### src/rtl/memory_stage_pkg.sv
// Shared datapath width and memory-stage state encodings for the LEGv8 memory stage.
package memory_stage_pkg;

  localparam int unsigned WORD = 64;

  typedef enum logic [1:0] {
    MEM_IDLE   = 2'd0,
    MEM_ACCESS = 2'd1,
    MEM_DONE   = 2'd2
  } mem_state_e;

  // Doubleword accesses must sit on an 8-byte boundary.
  function automatic logic is_aligned(input logic [WORD-1:0] addr);
    return (addr[2:0] == 3'b000);
  endfunction

endpackage

### src/rtl/memory_stage_timeout_counter.sv
// Watchdog counter for the data-memory handshake; expired flags the last permitted wait cycle.
module timeout_counter #(
  parameter int unsigned TIMEOUT = 16
) (
  input  logic clk,
  input  logic reset,
  input  logic clear,
  input  logic enable,
  output logic expired
);

  localparam int unsigned   CW   = (TIMEOUT > 1) ? $clog2(TIMEOUT) : 1;
  localparam logic [CW-1:0] LAST = CW'(TIMEOUT - 1);

  logic [CW-1:0] r_count;

  always_ff @(posedge clk) begin
    if (reset || clear) begin
      r_count <= '0;
    end else if (enable && !expired) begin
      r_count <= r_count + 1'b1;
    end
  end

  assign expired = (r_count == LAST);

endmodule

### src/rtl/memory_stage.sv
// Memory-access stage: latches execute results on start, runs LDUR/STUR over a req/ack port,
// resolves PCSrc and pulses done; misalignment, illegal control and timeouts raise fault.
import memory_stage_pkg::*;

module memory_stage #(
  parameter int unsigned TIMEOUT = 16
) (
  input  logic            clk,
  input  logic            reset,
  input  logic            start,
  input  logic [WORD-1:0] alu_result,
  input  logic [WORD-1:0] read_data2,
  input  logic [WORD-1:0] branch_alu_result,
  input  logic            zero,
  input  logic            mem_read,
  input  logic            mem_write,
  input  logic            branch,
  input  logic            uncond_branch,
  output logic            dmem_req,
  output logic            dmem_we,
  output logic [WORD-1:0] dmem_addr,
  output logic [WORD-1:0] dmem_wdata,
  input  logic            dmem_ack,
  input  logic [WORD-1:0] dmem_rdata,
  output logic [WORD-1:0] read_data,
  output logic            pc_src,
  output logic [WORD-1:0] branch_target,
  output logic            busy,
  output logic            done,
  output logic            fault
);

  mem_state_e r_state, w_next;

  logic [WORD-1:0] r_addr, r_wdata, r_rdata, r_target;
  logic            r_we, r_pc_src, r_fault;
  logic            w_accept, w_mem_op, w_bad_op, w_expired, w_in_access;

  assign w_accept    = (r_state == MEM_IDLE) && start;
  assign w_in_access = (r_state == MEM_ACCESS);
  assign w_mem_op    = mem_read | mem_write;
  assign w_bad_op    = (mem_read & mem_write) | (w_mem_op & ~is_aligned(alu_result));

  timeout_counter #(
    .TIMEOUT (TIMEOUT)
  ) u_timeout (
    .clk     (clk),
    .reset   (reset),
    .clear   (w_accept),
    .enable  (w_in_access && !dmem_ack),
    .expired (w_expired)
  );

  always_ff @(posedge clk) begin
    if (reset) begin
      r_state <= MEM_IDLE;
    end else begin
      r_state <= w_next;
    end
  end

  always_comb begin
    w_next     = r_state;
    dmem_req   = 1'b0;
    dmem_we    = 1'b0;
    dmem_addr  = '0;
    dmem_wdata = '0;
    busy       = (r_state != MEM_IDLE);
    done       = 1'b0;
    case (r_state)
      MEM_IDLE: begin
        if (start) begin
          w_next = (w_mem_op && !w_bad_op) ? MEM_ACCESS : MEM_DONE;
        end
      end
      MEM_ACCESS: begin
        dmem_req   = 1'b1;
        dmem_we    = r_we;
        dmem_addr  = r_addr;
        dmem_wdata = r_wdata;
        // An ack on the final permitted cycle wins over the watchdog.
        if (dmem_ack || w_expired) begin
          w_next = MEM_DONE;
        end
      end
      MEM_DONE: begin
        done   = 1'b1;
        w_next = MEM_IDLE;
      end
      default: begin
        w_next = MEM_IDLE;
      end
    endcase
  end

  always_ff @(posedge clk) begin
    if (reset) begin
      r_addr   <= '0;
      r_wdata  <= '0;
      r_rdata  <= '0;
      r_target <= '0;
      r_we     <= 1'b0;
      r_pc_src <= 1'b0;
      r_fault  <= 1'b0;
    end else if (w_accept) begin
      r_addr   <= alu_result;
      r_wdata  <= read_data2;
      r_we     <= mem_write;
      r_target <= branch_alu_result;
      r_pc_src <= uncond_branch | (branch & zero);
      r_fault  <= w_bad_op;
    end else if (w_in_access) begin
      if (dmem_ack) begin
        if (!r_we) begin
          r_rdata <= dmem_rdata;
        end
      end else if (w_expired) begin
        r_fault <= 1'b1;
      end
    end
  end

  assign read_data     = r_rdata;
  assign pc_src        = r_pc_src;
  assign branch_target = r_target;
  assign fault         = r_fault;

endmodule
### config.mk
export PLATFORM = sky130hd
export DESIGN_NAME = memory_stage
export DESIGN_NICKNAME = d
export VERILOG_FILES = /design/src/rtl/memory_stage_pkg.sv /design/src/rtl/memory_stage_timeout_counter.sv /design/src/rtl/memory_stage.sv
export SDC_FILE = /design/constraint.sdc
export NUM_CORES = 1
export LEC_CHECK = 0
export CORE_AREA = 2 2 203 205
export DETAILED_ROUTE_END_ITERATION = 8
export DIE_AREA = 0 0 205 207
export DONT_BUFFER_PORTS = 1
export GPL_TIMING_DRIVEN = 1
export SLEW_MARGIN = 40
export SYNTH_ARGS = -nofsm -noshare
export SYNTH_HDL_FRONTEND = slang
export SYNTH_HIERARCHICAL = 1
export SYNTH_SLANG_ARGS = --single-unit
### constraint.sdc
create_clock -name clk -period 5.2 [get_ports clk]
set_clock_uncertainty 0.15 [all_clocks]
set_input_delay 0.52 -clock clk [delete_from_list [all_inputs] [get_ports clk]]
set_output_delay 0.52 -clock clk [all_outputs]
set_load 0.03 [all_outputs]
# Word level (Yosys, flattened, before mapping)
# Cells that the tools add are included.
# totals
inputBits,265
out_inout_bits,262
register_bits,265
wordCells,55
# classes
n_eq_ne,6
addsub,1
n_reduce_logical,17
bitwise,9
n_mux,13
# op_table
operator,n
64-bit 2-to-1 mux,2
1-bit 2-to-1 mux,7
2-bit 2-to-1 mux,3
2-bit nonzero test,3
4-bit by 1-bit adder with 4-bit output (second input constant),1
4-bit equality test (second input constant),1
1-bit logical AND,4
2-bit by 1-bit inequality test with 1-bit output (second input constant),2
2-bit case mux with 2 select lines,1
4-bit AND reduction,1
1-bit AND,3
1-bit logical NOT,3
3-bit logical NOT,1
1-bit inverter,3
1-bit OR,3
3-bit AND reduction,1
2-bit by 1-bit equality test with 1-bit output (second input constant),1
2-bit equality test (second input constant),1
2-bit logical NOT,1
1-bit logical OR,2
2-bit inequality test (second input constant),1
2-bit AND reduction,1

# Depth between registers and ports, before layout
# Gate-level depths: netlist of run 1.
# logic_depth
word_depth,9
mapped_depth,7
mapped_depth_nobuf,6

# Cells and area by module
# Netlist of run 1, hierarchy kept.
# by_module_without_submodules
mod,seq_area_each_um2,cells_per_inst,n_inst,area_per_inst_um2
memory_stage,5225.0,1287,1,9949.5
timeout_counter,80.1,22,1,211.5

# Worst setup path after synthesis of run 1
# Ideal clock, no wire load.
# synth_timing
kind,register -> output
start,reg r_state[0]
end,out dmem_addr[44]
n_path_buf,2
setup_slack_ns,2.998
t_required_ns,4.530
path_stages_with_launch,5
arrival_time_ns,1.532
cell_sequence,dfxtp_1 -> buf_2 -> nor2b_1 -> clkbuf_1 -> and2_1
# synth_between
elab_chain_cells,2
# synth_lines
element,line_no,source
"start, declared",memory_stage.sv:33,"mem_state_e r_state, w_next;"
"start signal, assigned",memory_stage.sv:58,r_state <= w_next;
2-bit by 1-bit equality test with 1-bit output,memory_stage.sv:70,case (r_state)
64-bit 2-to-1 mux,memory_stage.sv:70,
"end, declared",memory_stage.sv:21,"output logic [WORD-1:0] dmem_addr,"
# No other way between the ends.

# Final worst setup path of run 1
# layout_timing
start,reg r_state[0]
end,out dmem_wdata[22]
# layout_between
elab_chain_cells,2
# layout_lines
element,line_no,source
2-bit by 1-bit equality test with 1-bit output,memory_stage.sv:70,
64-bit 2-to-1 mux,memory_stage.sv:70,
"end, declared",memory_stage.sv:22,"output logic [WORD-1:0] dmem_wdata,"
# No other way between the ends.

==> results of run 1 <==
-- critical path: stages, from the launching register on --
cell,delay [ns]
dfxtp_1,0.56
nor2b_4,0.24
clkbuf_8,0.57
and2_1,0.44
-- path summary, 6_finish.rpt --
kind / startpoint / endpoint / slack (ns) / depth (start not counted)
setup / recovery: r_state[0]$_SDFFE_PP0P_ / dmem_wdata[22] / 2.09 / 3
hold / removal: read_data2[5] / r_wdata[5]$_SDFFE_PP0P_ / 0.008 / 2
setup reg to reg: r_state[1]$_SDFFE_PP0P_ / r_addr[34]$_SDFFE_PP0P_ / 2.39 / 5
hold reg to reg: r_wdata[62]$_SDFFE_PP0P_ / r_wdata[62]$_SDFFE_PP0P_ / 0.30 / 2
-- cells in the final DEF, fill, tap and decap left out, types with 2 or more instances in the layout --
cell type | synthesis | layout
nand2_1 | 516 | 516
dfxtp_1 | 265 | 265
a21oi_1 | 259 | 259
dlygate4sd3_1 | 0 | 243
and2_1 | 129 | 129
clkbuf_16 | 0 | 27
clkbuf_8 | 0 | 8
clkbuf_1 | 62 | 7
nor2_1 | 4 | 4
clkinv_2 | 1 | 4
buf_12 | 1 | 3
buf_4 | 1 | 3
diode_2 | 0 | 2
nor2b_1 | 3 | 2
nand2b_1 | 2 | 2
nor3_1 | 2 | 2
clkinvlp_4 | 0 | 2
buf_16 | 0 | 2
nand4b_1 | 2 | 2
-- cell families (layout without fill, tap and decap cells) --
logic type	count (synthesis)	in the layout	share of synthesized area (%)
DFF	265	265	52.21
AOI/OAI and AO/OA	269	269	13.63
buffers and inverters	104	304	5.344
and+or+nand+nor	670	670	28.69
other	0	2	0
adders and majority gates	1	1	0.1231
-- power groups by stage --
| stage | Combinational (uW) | Sequential [uW] | Clock [uW] |
|---|---|---|---|
| after global placement | 221 | 2290 | 0 |
| after global routing | 466 | 2260 | 2040 |
| after floorplan | 229 | 2270 | 0 |
| after detailed placement | 232 | 2300 | 0 |
| final | 425 | 2250 | 1910 |
| after CTS | 419 | 2250 | 1960 |
-- per-stage QoR --
stage	power (uW)	instance area [sq um]
3_3_place_gp	2513	10390
3_5_place_dp	2527	10440
5_1_grt	4766	13800
2_1_floorplan	2501	10160
6_report	4587	13800
4_1_cts	4627	13770
-- area by class of cell --
cell class                 instances  area (sq um)
antenna                            2         5.005
tap                              532         665.6
fill                            4002         26560
multi-input combinational        940          4354
inverter                           3         18.77
sequential                       265          5305
clock inverter                     8         73.82
clock buffer                      41         798.3
timing repair buffer             252          2584
-- registers in the layout, summed over array words and instances (netlist names) --
register,flops
r_addr,64
fault,1
r_wdata,64
pc_src,1
r_state,2
read_data,64
u_timeout/r_count,4
r_we,1
branch_target,64
-- routing by layer --
layer | GRT usage [%] | vias to the layer above
met4 | 8.236 | 2
met3 | 4.626 | 103
li1 | - | 4533
met2 | 25.12 | 499
met5 | 0 | -
met1 | 15.15 | 4365
-- Yosys cell counts, drive strengths merged --
| master | number |
|---|---|
| a2111o | 1 |
| a211oi | 1 |
| a21boi | 1 |
| a21oi | 259 |
| a31oi | 1 |
| and2 | 129 |
| buf | 39 |
| clkbuf | 62 |
| clkinv | 1 |
| dfxtp | 265 |
| ha | 1 |
| inv | 2 |
| nand2 | 516 |
| nand2b | 2 |
| nand3 | 2 |
| nand3b | 1 |
| nand4 | 1 |
| nand4b | 2 |
| nand4bb | 1 |
| nor2 | 4 |
| nor2b | 3 |
| nor3 | 2 |
| nor4 | 1 |
| nor4bb | 1 |
| o211ai | 2 |
| o21ai | 2 |
| o22ai | 1 |
| o41ai | 1 |
| or2 | 1 |
| or3 | 1 |
| or3b | 2 |
| or4bb | 1 |
==> run_results.csv, run 1 <==
group,metric,value,unit
detailed_routing,dr.pass1.iters,5,
worst_setup_path,critPathArrivalTime,2.44,ns
logic_synthesis,syn_inst,1309,
clock_tree,htreeDepth,1,
place,hpwl,20760,microns
timing,slew_violations,0,
power,power_frac_comb,9.3,%
timing,finalSetupViolCount,0,
clock_tree,clkTransAtPathRegs,0.06,ns
timing,fin_hold_ws,0.007871,ns
detailed_routing,initialDrtViolationCount,694,
detailed_routing,postRouteAntennaNets,0,
timing,slew_headroom,44.81,%
logic_synthesis,synth_fp_nets,1575,
place,port_buffers,0,
detailed_routing,vias_per_cell,4.651,
floorplan,ios,527,
cells_and_area,layout-drive-gt1-share,4.175,%
timing,max_freq,0.3213,GHz
power,sequentialPowerShare,49.1,%
global_route,grt_pass1_vias,9244,
clock_tree,cts_tree,"built",
floorplan,placementRows,74,
detailed_routing,drcViolationCount,0,
logic_synthesis,synth_top_area_cell,"dfxtp_1",
timing,grt_setup_unrepaired,"no",
global_route,antenna_found_initial,3,
cells_and_area,fin_util,34.20,%
run,drv_cap,0,
worst_setup_path,worstPathRequired,4.53,ns
cells_and_area,syn_to_final_growth,35.86,%
clock_tree,clk_latency,0.54,ns
detailed_routing,met2_length,16010,microns
min_path,hp-class,"input port to flop",
clock_tree,post_cts_resized,0,
timing,finalCritPeriodShare,59.86,%
timing,period_needed,3.113,ns
timing,finalSetupTns,0,ns
detailed_routing,wl_met3,3361,microns
power,peakVddDrop,0.0002161,V
logic_synthesis,synthTopCellsByArea,"dfxtp_1 (52%), nand2_1 (19%), a21oi_1 (13%)",
detailed_routing,dr.max_layer_used,"met5",
clock_tree,clk_path_buf_depth,3,
cells_and_area,nNetsFinal,1755,
worst_setup_path,start_kind,"flop",
logic_synthesis,synth_area_per_cell,7.762,sq um
detailed_routing,drt_wl_total,33570,microns
logic_synthesis,synth_seq_area_share,52.21,%
power,swShare,25.21,%
timing,worst_slew_pin_slew,0.8279,ns
power,power.internal,3431,uW
detailed_routing,wl_per_cell,16.43,microns
logic_synthesis,synth_top_area_share,52.21,%
global_route,grt_use_total,14.41,%
clock_tree,cts_buffers,27,
floorplan,die_area,42440,sq um
floorplan,core,40370,sq um
power,p_sw,1156,uW
detailed_routing,met1_length,12420,microns
clock_tree,cts_hold_buf,244,
timing,layout_setup_ws,2.087,ns
logic_synthesis,synthesis.area,10160,sq um
global_route,overflow,0,
detailed_routing,num_vias,9502,
place,place_inst,1747,
power,p_per_area,332.3,nW/um^2
floorplan,start_util,25.17,%
logic_synthesis,yosysWarningCount,6,
cells_and_area,instances_no_fill,2043,
status,status,"completed",
power,clockPowerShare,41.6,%
logic_synthesis,synth-seq-cells,265,
place,post-place-ws,2.310,ns
timing,hold_viol_final,0,
global_route,grt_pass1_wl,49490,microns
clock_tree,root_buffer,"clkbuf_16",
worst_setup_path,worstSetupPathType,"flop to output port",
floorplan,dieHeight,207,microns
power,p_leak,0.005075,uW
worst_setup_path,crit_path_end_kind,"output port",
global_route,grt_max_degree,263,
clock_tree,cts_setup_buffers,0,
clock_tree,cts_sinks,265,
floorplan,die_x,205,microns
worst_setup_path,crit_fanout,130,
logic_synthesis,yosys.cell_types.count,41,
place,place_congestion,0.7805,
(Power assumes the default switching activity.)
==> inputs of run 2 (changes only) <==
==> constraint.sdc (replaced) <==
create_clock -name clk -period 3.15 [get_ports clk]
set_clock_uncertainty 0.15 [all_clocks]
set_input_delay 0.315 -clock clk [delete_from_list [all_inputs] [get_ports clk]]
set_output_delay 0.315 -clock clk [all_outputs]
set_load 0.03 [all_outputs]
==> run_results.csv, run 2 (synthesized netlist as in run 1, its figures left out) <==
group,metric,value,unit
status,status,"completed",
min_path,hp-start,"reset",
global_route,grt_use_total,15.31,%
cells_and_area,layout_commonest_cell,"nand2_1",
place,port_buffers,0,
cells_and_area,instances_no_fill,2080,
cells_and_area,syn_to_final_growth,39.85,%
power,p_leak,0.005481,uW
floorplan,die_x,205,microns
detailed_routing,wl_per_cell,16.96,microns
worst_setup_path,reg2reg_depth,6,
min_path,hp-class,"input port to flop",
detailed_routing,num_vias,9777,
cells_and_area,diodes,0,
worst_setup_path,worstSetupPathType,"flop to flop",
timing,slew_violations,0,
worst_setup_path,start_kind,"flop",
timing,grt_setup_unrepaired,"no",
clock_tree,clk_latency,0.54,ns
detailed_routing,postRouteAntennaNets,0,
detailed_routing,vias_per_cell,4.700,
run,drv_cap,0,
place,hpwl,21320,microns
global_route,antenna_found_initial,0,
detailed_routing,dr.pass1.iters,8,
clock_tree,clk_path_buf_depth,3,
worst_setup_path,r2r_setup_slack,0.31,ns
clock_tree,post_cts_resized,0,
detailed_routing,drcViolationCount,0,
clock_tree,cts_setup_buffers,0,
power,peakVddDrop,0.0003883,V
clock_tree,cts_buffers,28,
clock_tree,cts_tree,"built",
cells_and_area,layout-drive-gt1-share,4.134,%
place,place_inst,1754,
floorplan,dieHeight,207,microns
detailed_routing,initialDrtViolationCount,642,
timing,finalSetupViolCount,0,
place,place_congestion,0.7973,
global_route,grt_pass1_wl,52060,microns
floorplan,core,40370,sq um
cells_and_area,nNetsFinal,1798,
cells_and_area,fillCellCount,4016,
timing,finalSetupTns,0,ns
cells_and_area,seqCellArea,5305,sq um
timing,period_needed,2.841,ns
cells_and_area,layout_common_cells,"nand2_1 (516), dlygate4sd3_1 (279), dfxtp_1 (265)",
global_route,grt_pass1_vias,9753,
timing,worst_slew_pin_slew,0.7832,ns
clock_tree,root_buffer,"clkbuf_16",
clock_tree,cts_sinks,265,
timing,max_freq,0.3519,GHz
clock_tree,htreeDepth,1,
power,p_per_area,540.1,nW/um^2
timing,slew_headroom,47.79,%
floorplan,placementRows,74,
worst_setup_path,timing.rr.start,"r_state[0]$_SDFFE_PP0P_",
worst_setup_path,crit_path_end_kind,"flop",
floorplan,ios,527,
worst_setup_path,rr_endpoint,"r_wdata[24]$_SDFFE_PP0P_",
timing,hold_viol_final,0,
worst_setup_path,crit_fanout,115,
global_route,grt_max_degree,153,
min_path,holdPathStages,2,
clock_tree,clkTransAtPathRegs,0.06,ns
detailed_routing,drt_wl_total,35280,microns
min_path,holdPathEnd,"r_addr[13]$_SDFFE_PP0P_",
floorplan,die_area,42440,sq um
cells_and_area,multiInputGateArea,4354,sq um
clock_tree,cts_hold_buf,280,
global_route,overflow,0,
floorplan,start_util,25.17,%
worst_setup_path,critPathArrivalTime,3.18,ns
timing,finalCritPeriodShare,90.20,%
worst_setup_path,worstPathRequired,3.49,ns
power,power,7675,uW
-- run 2: changes by cell type in the layout (fill, tap and decap cells not counted), moves of 2 or more --
cell and change:
dlygate4sd3_1 +36, clkbuf_16 +2, diode_2 -2, buf_12 +2
buf_4 +6, clkbuf_1 +2, clkbuf_8 -5, clkinv_2 -3
-- run 2: worst max path at each step --
stage,startpoint,endpoint
detailed placement,r_state[1]$_SDFFE_PP0P_,branch_target[30]$_SDFFE_PP0P_
CTS,r_state[0]$_SDFFE_PP0P_,r_wdata[18]$_SDFFE_PP0P_
floorplan,r_state[0]$_SDFFE_PP0P_,dmem_addr[44]
global route,r_state[1]$_SDFFE_PP0P_,r_wdata[24]$_SDFFE_PP0P_
finish,r_state[0]$_SDFFE_PP0P_,r_wdata[24]$_SDFFE_PP0P_
global placement,r_state[1]$_SDFFE_PP0P_,branch_target[47]$_SDFFE_PP0P_
-- run 2: critical path, stage by stage (launching register included) --
cell and delay, ns:
dfxtp_1 0.55, or3b_4 0.25, buf_12 0.42, buf_4 0.49, nand2_1 0.09, a21oi_1 0.18
dlygate4sd3_1 0.58
-- run 2: power by group --
group          internal, uW  switching, uW
Clock                  1900           1320
Combinational           368            360
Sequential             3510            213
Total                  5780           1890
-- run 2: stage by stage --
step	util, %	setup WS (ns)	area, sq um	hold slack (ns)
2_1_floorplan	-	1.153	10160	0.2631
3_3_place_gp	26.03	0.9352	10510	0.2513
3_5_place_dp	26.03	0.8790	10510	0.2541
4_1_cts	35.20	0.3769	14210	0.1382
5_1_grt	35.20	0.1128	14210	0.1802
6_report	35.20	0.3087	14210	0.1956
-- run 2: routing by layer --
metal	global-route usage (%)	part of all wire, %	vias up
li1	-	-	4613
met1	15.56	37	4517
met2	27.66	49	541
met3	4.846	9.7	106
met4	8.187	4.7	0
met5	0	0	-
-- run 2: final cells by class --
class	instances	share of cell area (%)
Tap cell	532	4.684
Clock inverter	5	0.5635
Multi-Input combinational cell	940	30.64
Clock buffer	41	5.635
Inverter	3	0.1145
Timing Repair Buffer	294	21.03
Sequential cell	265	37.33
==> inputs of run 3 (changes only) <==
--- a/config.mk
+++ b/config.mk
@@ -10,6 +10,7 @@
 export DIE_AREA = 0 0 205 207
 export DONT_BUFFER_PORTS = 1
 export GPL_TIMING_DRIVEN = 1
+export PLACE_DENSITY = 0.49
 export SLEW_MARGIN = 40
 export SYNTH_ARGS = -nofsm -noshare
 export SYNTH_HDL_FRONTEND = slang
==> run_results.csv, run 3 (synthesized netlist as in run 1, its figures left out) <==
group,metric,value,unit
floorplan,die_area,42440,sq um
cells_and_area,syn_to_final_growth,40.00,%
timing,period_needed,2.797,ns
timing,hold_viol_final,0,
power,p_per_area,539.8,nW/um^2
timing,layout_setup_ws,0.3530,ns
worst_setup_path,critPathArrivalTime,3.14,ns
timing,fin_hold_ws,0.1269,ns
detailed_routing,drt_wl_total,34700,microns
clock_tree,cts_setup_buffers,0,
timing,slew_headroom,46.70,%
place,port_buffers,0,
global_route,grt_pass1_wl,51970,microns
worst_setup_path,cpPeakStageDelay,0.57,ns
worst_setup_path,crit_family,"buffers and inverters",
power,clockPowerShare,42.2,%
floorplan,placementRows,74,
power,power_frac_comb,9.4,%
detailed_routing,met1_length,13210,microns
floorplan,core,40370,sq um
worst_setup_path,crit_fanout,113,
cells_and_area,layout_commonest_cell,"nand2_1",
place,hpwl,20370,microns
floorplan,ios,527,
worst_setup_path,path_cells,"or3b_4, buf_12, buf_16, nand2_1, a21oi_1, dlygate4sd3_1",
clock_tree,htreeDepth,1,
worst_setup_path,worstSetupPathType,"flop to flop",
worst_setup_path,worstPathRequired,3.49,ns
power,swShare,24.59,%
detailed_routing,num_vias,9596,
floorplan,die_x,205,microns
timing,worst_slew_pin_slew,0.7995,ns
power,sequentialPowerShare,48.4,%
global_route,overflow,0,
clock_tree,cts_hold_buf,283,
detailed_routing,vias_per_cell,4.594,
place,post-place-ws,0.8037,ns
cells_and_area,final_area,14220,sq um
detailed_routing,met2_length,17100,microns
timing,finalCritPeriodShare,88.79,%
clock_tree,post_cts_resized,0,
place,place_inst,1750,
global_route,antenna_found_initial,4,
detailed_routing,postRouteAntennaNets,0,
cells_and_area,nNetsFinal,1799,
clock_tree,cts_sinks,265,
clock_tree,clk_path_buf_depth,3,
floorplan,start_util,25.17,%
min_path,hp-class,"input port to flop",
floorplan,dieHeight,207,microns
clock_tree,clk_latency,0.55,ns
global_route,grt_use_total,15.10,%
worst_setup_path,crit_path_end_kind,"flop",
timing,finalSetupTns,0,ns
clock_tree,cts_tree,"built",
detailed_routing,wl_met3,3076,microns
timing,slew_violations,0,
global_route,grt_max_degree,196,
cells_and_area,layout-drive-gt1-share,3.799,%
power,p_sw,1888,uW
timing,grt_setup_unrepaired,"no",
worst_setup_path,critPathBufInv,3,
place,placed_cell_area,10450,sq um
detailed_routing,wl_per_cell,16.61,microns
detailed_routing,dr.max_layer_used,"met4",
clock_tree,clkTransAtPathRegs,0.06,ns
detailed_routing,dr.pass1.iters,5,
worst_setup_path,cp_slowest_cell,"dfxtp_1",
timing,max_freq,0.3575,GHz
detailed_routing,initialDrtViolationCount,615,
worst_setup_path,start_kind,"flop",
clock_tree,cts_buffers,29,
run,drv_cap,0,
place,place_congestion,0.7683,
cells_and_area,layout_common_cells,"nand2_1 (516), dlygate4sd3_1 (282), dfxtp_1 (265)",
status,status,"completed",
global_route,grt_pass1_vias,9568,
power,power.internal,5791,uW
power,peakVddDrop,0.0003316,V
clock_tree,root_buffer,"clkbuf_16",
timing,finalSetupViolCount,0,
power,p_leak,0.005483,uW
detailed_routing,drcViolationCount,0,
cells_and_area,instances_no_fill,2089,
-- run 3: changes by cell type in the layout (fill, tap and decap cells not counted), moves of 2 or more --
cell,change
buf_12,-2
buf_4,-2
clkbuf_1,+7
clkinvlp_4,-2
diode_2,+4
dlygate4sd3_1,+3
-- run 3: final timing paths --
| check | from | to | slack (ns) | cells after the start |
|---|---|---|---|---|
| worst max-delay path | r_state[1]$_SDFFE_PP0P_ | branch_target[55]$_SDFFE_PP0P_ | 0.35 | 6 |
| worst min-delay path | reset | branch_target[41]$_SDFFE_PP0P_ | 0.13 | 2 |
| worst max register to register | r_state[1]$_SDFFE_PP0P_ | branch_target[55]$_SDFFE_PP0P_ | 0.35 | 6 |
| worst min register to register | r_wdata[24]$_SDFFE_PP0P_ | r_wdata[24]$_SDFFE_PP0P_ | 0.30 | 2 |
-- run 3: power by group through the flow --
stage	clock [uW]	combinational (uW)	sequential (uW)
2_1_floorplan	0	378	3750
3_3_place_gp	0	374	3780
3_5_place_dp	0	386	3790
4_1_cts	3330	710	3710
5_1_grt	3460	797	3730
6_report	3240	724	3710
-- run 3: layout make-up --
class                   instances  area, sq um
flip-flops and latches        265         5305
repair buffers                294         2990
diodes                          4        10.01
well taps                     532        665.6
fillers                      4150        26140
clock inverters                 4        70.07
clock buffers                  47        813.3
multi-input cells             940         4354
inverters                       3        16.27
-- run 3: per-stage QoR --
stage / util [%] / power (uW)
3_5_place_dp: 25.90 / 4172
2_1_floorplan: - / 4129
3_3_place_gp: 25.90 / 4156
6_report: 35.24 / 7679
5_1_grt: 35.24 / 7991
4_1_cts: 35.14 / 7755
-- run 3: per-layer routing --
| layer | GRT usage, % | vias to the layer above |
|---|---|---|
| met1 | 16.69 | 4452 |
| met2 | 26.90 | 434 |
| li1 | - | 4622 |
| met4 | 6.400 | 0 |
| met3 | 4.169 | 88 |
| met5 | 0 | - |
